**src/rtl/demux_1an_regslice_if.sv**
```systemverilog
// demux_1an_regslice_if
//   Handshake bundle for the 1-to-NCH register-slice demultiplexer.
//   Upstream side:   valid_in, data_in, selector -> block; ready_in <- block
//   Downstream side: valid_out, data_out -> consumers; ready_out <- consumers
//   Status:          err_sel (sticky illegal-selector flag)
//   modport slave  : the demux itself
//   modport master : the environment driving the demux
interface demux_1an_regslice_if #(
    parameter int WIDTH = 4,
    parameter int NCH   = 2
);
    localparam int SELW = (NCH > 1) ? $clog2(NCH) : 1;

    logic                  valid_in;
    logic [WIDTH-1:0]      data_in;
    logic [SELW-1:0]       selector;
    logic                  ready_in;
    logic [NCH-1:0]        valid_out;
    logic [NCH*WIDTH-1:0]  data_out;
    logic [NCH-1:0]        ready_out;
    logic                  err_sel;

    modport slave (
        input  valid_in, data_in, selector, ready_out,
        output ready_in, valid_out, data_out, err_sel
    );

    modport master (
        output valid_in, data_in, selector, ready_out,
        input  ready_in, valid_out, data_out, err_sel
    );
endinterface

```
**src/rtl/demux_1an_regslice.sv**
```systemverilog
// demux_1an_regslice
//   1-to-NCH demultiplexer with a valid/ready handshake and one registered
//   slot per output channel. Each accepted word is steered to the slot chosen
//   by selector; a full, stalled slot back-pressures only words addressed to
//   it. Words with an out-of-range selector are consumed, dropped, and set a
//   sticky error flag.
// Ports
//   clk      : rising-edge clock
//   reset_L  : asynchronous active-low reset (clears slots and err_sel)
//   bus      : demux_1an_regslice_if.slave handshake bundle
module demux_1an_regslice #(
    parameter int WIDTH = 4,
    parameter int NCH   = 2
) (
    input  logic                  clk,
    input  logic                  reset_L,
    demux_1an_regslice_if.slave   bus
);
    localparam int SELW = (NCH > 1) ? $clog2(NCH) : 1;

    logic [NCH-1:0]             valid_q, valid_d;
    logic [NCH-1:0][WIDTH-1:0]  data_q,  data_d;
    logic                       err_q,   err_d;

    logic [NCH-1:0]             sel_hit;
    logic                       ready;
    logic                       accept;

    always_comb begin
        sel_hit = '0;
        // An unmatched (illegal) selector leaves ready at 1 so the word drains.
        ready   = 1'b1;
        for (int unsigned k = 0; k < NCH; k++) begin
            if (bus.selector == SELW'(k)) begin
                sel_hit[k] = 1'b1;
                ready      = ~valid_q[k] | bus.ready_out[k];
            end
        end
        accept = bus.valid_in & ready;

        valid_d = valid_q;
        data_d  = data_q;
        err_d   = err_q | (accept & ~(|sel_hit));
        for (int unsigned k = 0; k < NCH; k++) begin
            if (accept & sel_hit[k]) begin
                // Push wins over a same-cycle pop: old word leaves, new loads.
                valid_d[k] = 1'b1;
                data_d[k]  = bus.data_in;
            end else if (valid_q[k] & bus.ready_out[k]) begin
                // Pop only clears valid; the data slice is held.
                valid_d[k] = 1'b0;
            end
        end
    end

    always_ff @(posedge clk or negedge reset_L) begin
        if (!reset_L) begin
            valid_q <= '0;
            data_q  <= '0;
            err_q   <= 1'b0;
        end else begin
            valid_q <= valid_d;
            data_q  <= data_d;
            err_q   <= err_d;
        end
    end

    assign bus.ready_in  = ready;
    assign bus.valid_out = valid_q;
    assign bus.data_out  = data_q;
    assign bus.err_sel   = err_q;
endmodule

```
**src/flat_wrapper.sv**
```systemverilog
// flat-port wrapper written by rule: the top's interface ports become plain ports
module demux_1an_regslice_flat 
#(
    parameter int WIDTH = 4,
    parameter int NCH   = 2
)
  (clk, reset_L, bus_valid_in, bus_data_in, bus_selector, bus_ready_out, bus_ready_in, bus_valid_out, bus_data_out, bus_err_sel);
  demux_1an_regslice_if #(.WIDTH(WIDTH), .NCH(NCH)) bus_i ();
  input  logic clk;
  input  logic reset_L;
  input wire logic [$bits(bus_i.valid_in)-1:0] bus_valid_in;
  input wire logic [$bits(bus_i.data_in)-1:0] bus_data_in;
  input wire logic [$bits(bus_i.selector)-1:0] bus_selector;
  input wire logic [$bits(bus_i.ready_out)-1:0] bus_ready_out;
  output wire logic [$bits(bus_i.ready_in)-1:0] bus_ready_in;
  output wire logic [$bits(bus_i.valid_out)-1:0] bus_valid_out;
  output wire logic [$bits(bus_i.data_out)-1:0] bus_data_out;
  output wire logic [$bits(bus_i.err_sel)-1:0] bus_err_sel;
  assign bus_i.valid_in = bus_valid_in;
  assign bus_i.data_in = bus_data_in;
  assign bus_i.selector = bus_selector;
  assign bus_i.ready_out = bus_ready_out;
  assign bus_ready_in = bus_i.ready_in;
  assign bus_valid_out = bus_i.valid_out;
  assign bus_data_out = bus_i.data_out;
  assign bus_err_sel = bus_i.err_sel;
  demux_1an_regslice #(.WIDTH(WIDTH), .NCH(NCH)) u_core (.clk(clk), .reset_L(reset_L), .bus(bus_i));
endmodule
```
**config.mk**
```make
export PLATFORM = sky130hd
export DESIGN_NAME = demux_1an_regslice_flat
export DESIGN_NICKNAME = d
export VERILOG_FILES = /design/src/rtl/demux_1an_regslice_if.sv /design/src/rtl/demux_1an_regslice.sv /design/src/flat_wrapper.sv
export SDC_FILE = /design/constraint.sdc
export NUM_CORES = 1
export LEC_CHECK = 0
export ABC_AREA = 1
export CAP_MARGIN = 30
export CORE_AREA = 4 4 41 43
export DETAILED_ROUTE_END_ITERATION = 8
export DIE_AREA = 0 0 45 47
export PLACE_DENSITY = 0.67
export SYNTH_ARGS = -nofsm -noshare
export SYNTH_HDL_FRONTEND = slang
export SYNTH_SLANG_ARGS = --single-unit
```
**constraint.sdc**
```tcl
create_clock -name clk -period 1.8 [get_ports clk]
set_input_delay 0.36 -clock clk [delete_from_list [all_inputs] [get_ports clk]]
set_output_delay 0.36 -clock clk [all_outputs]
set_load 0.02 [all_outputs]
```
==> reports/results.ini <==
[synthesis]
yosys-top-cells-area=dfrtp_1, nand2_1, nand4_1, nand3_2, buf_4
synthArstFlopShare=1.00
synth_top_area_share=0.583
ys_top_cells_by_count=nand2_1, dfrtp_1, nand4_1
synth.most_common_cell=nand2_1
syn_area_um2=429
synth-edff-count=0
dominantRegCellSynth=dfrtp_1
ys_types=10
synthSimpleGateAreaFrac=0.353
synthAdderAreaFrac=0
syn-num-nets=59
avgSynthCellArea_um2=8.76
synth_top_area_cell=dfrtp_1
synth_top_family_by_area=simple AND/OR/NAND/NOR gates
synth_compound_area_frac=0
yosysSeqAreaShare=0.583
synth.area.mux_share=0
ys_warn_count=0
synth_xor_area_frac=0
synthCells=49
ys_ff_latch=10

[sta]
rsz0062_at_grt=no
post-route-worst-setup-slack_ns=0.101
maxSlewViolCount=0
skew_ns=0.000767
holdWs_ns=0.409
fin_crit_sh=0.944
setup_viol_count_final=0
hold_violations=0
fmax_ghz=0.589
fin_crit_ns=1.70

[pwr]
leakage_nw=0.359
powerDensity_nw_per_um2=959
peakVddDrop_mv=0.592

[cts]
htreeDepth=1
root_buffer=clkbuf_4
ctsLongestPathBuffers=2
cts_tree=done
clock_sinks=10
numCtsBuffers=3
holdBufCountCts=0
clock_latency_ns=0.27
clk_pin_slew_ns=0.06

[placed_design]
gp_congestion=0.734
hpwlAfterDp_um=818
port-buffer-count=20
place_ws_ns=-0.201

[setup_path]
start_kind=input pin
crit_path_max_fanout=2
timing_worst_setup_path_type=in2out
path_cells=clkdlybuf4s50_1 -> inv_1 -> nand2_1 -> nand2_1 -> nand2_1 -> clkdlybuf4s15_1
slowest_stage=clkdlybuf4s50_1
ff2ff_path_depth=5
worst_setup_path_end_kind=output pin
worstPathArrival_ns=1.34
worstSetupEndpoint=bus_ready_in
critPathLaunch=bus_ready_out[1]
timing.rr.start=u_core.bus.valid_out[1]
crit_top_cell=nand2_1
worstPathRequired_ns=1.44
max_stage_delay_ns=0.45
rrSetupSlack_ns=0.77
r2r_end=u_core.bus.data_out[5]

[detailed_routing]
drtAntennaViolNets=0
drt-total-wl_mm=1.02
route.detailed.drc=0
drt-pass1-iter-count=5
drt-initial-drc-count=5
routed_via_density=4.78
routedWlPerCell_um=11.2
vias=435

[grt]
grtUsageTotal=0.117
grt_max_degree=11
grt_pass1_vias=398
gr-total-overflow=0
grt_pass1_wl_mm=1.71
antenna_found_initial=0

[floorplan]
die_h_um=47
die_w_um=45
core_area_um2=1300
io_pins=22
start_util=0.330
dieArea_um2=2120
num_rows=13

[final_layout]
num_antenna_cells=0
fillers=133
drive_gt1_frac=0.145
final_nets=87
syn2layout_area_growth_pct=65.3

[worst_hold_path]
hp-class=in2async

[flow_run]
maxCapViolCount=0

[run_status]
status=finished, final reports clean

cell usage in the layout, fill, tap and decap left out:
cell,synthesis,routed
clkbuf_4,0,3
dfrtp_1,10,10
nand4_1,8,8
inv_2,1,1
clkdlybuf4s50_1,0,19
conb_1,1,1
nand2_1,23,23
clkbuf_8,0,1
nand3_2,1,1
inv_1,2,2
buf_4,1,5
clkdlybuf4s15_1,0,1
nand3_1,1,1
per-layer routing:
metal | vias to the layer above | GRT usage | part of all wire | wire (um)
met2 | 17 | 0.169 | 0.44 | 449
met1 | 197 | 0.161 | 0.47 | 478
met4 | 0 | 0.0702 | 0.026 | 27
li1 | 216 | - | - | -
met5 | - | 0 | 0 | 0
met3 | 5 | 0.0230 | 0.065 | 66
area by class of cell:
class / instances / area [um^2] / area share
Clock buffer: 4 / 36.3 / 0.0511
Multi-Input combinational cell: 34 / 155 / 0.219
Inverter: 3 / 11.3 / 0.0159
Timing Repair Buffer: 25 / 238 / 0.335
Sequential cell: 10 / 250 / 0.353
Tap cell: 15 / 18.8 / 0.0265
worst max-delay path: cells and delay by family:
| kind | cells | cell delay (ns) |
|---|---|---|
| simple gates | 3 | 0.19 |
| buf+inv | 3 | 0.77 |
report_power, final:
part	internal [mW]	total [mW]	switching (mW)
combinational	0.0997	0.203	0.103
sequential	0.258	0.275	0.0169
clock	0.123	0.203	0.0797
total	0.480	0.680	0.200
metrics by stage:
stage	TNS [ns]	total power, mW	util	cell area [um^2]	instances
6_report	0	0.680	0.545	709	91
5_1_grt	0	0.717	0.545	709	91
3_3_place_gp	-0.197	0.482	0.517	673	87
3_5_place_dp	-0.201	0.484	0.517	673	87
2_1_floorplan	0	0.369	-	429	49
4_1_cts	0	0.685	0.544	708	91
how the worst min path moves through the flow:
| stage | slack [ns] | end | from | cells past startpoint |
|---|---|---|---|---|
| 2_1_floorplan | 0.06 | u_core.bus.data_out[0] | reset_L | 0 |
| 3_3_place_gp | 0.46 | u_core.bus.data_out[6] | u_core.bus.data_out[6] | 2 |
| 3_5_place_dp | 0.46 | u_core.bus.data_out[1] | u_core.bus.data_out[1] | 2 |
| 4_1_cts | 0.42 | u_core.bus.data_out[1] | reset_L | 1 |
| 5_1_grt | 0.44 | u_core.bus.data_out[6] | reset_L | 1 |
| 6_report | 0.41 | u_core.bus.data_out[4] | reset_L | 1 |
sequential cells by signal, indices dropped and copies added, names as in the netlist:
signal                flops
u_core.bus.data_out       8
u_core.bus.valid_out      2
kinds of logic after synthesis:
| kind of cell | after synthesis |
|---|---|
| AND/OR/NAND/NOR | 33 |
| flip-flops | 10 |
| buffers and inverters | 5 |
| other | 1 |
repair_timing:
| item | 4_1_cts | 5_1_grt |
|---|---|---|
| resized for setup | 1 | 1 |
| buffers inserted | 0 | 0 |
| gates cloned | 0 | 0 |
| endpoints found under the setup margin | 1 | 1 |
(Power assumes the default switching activity.)
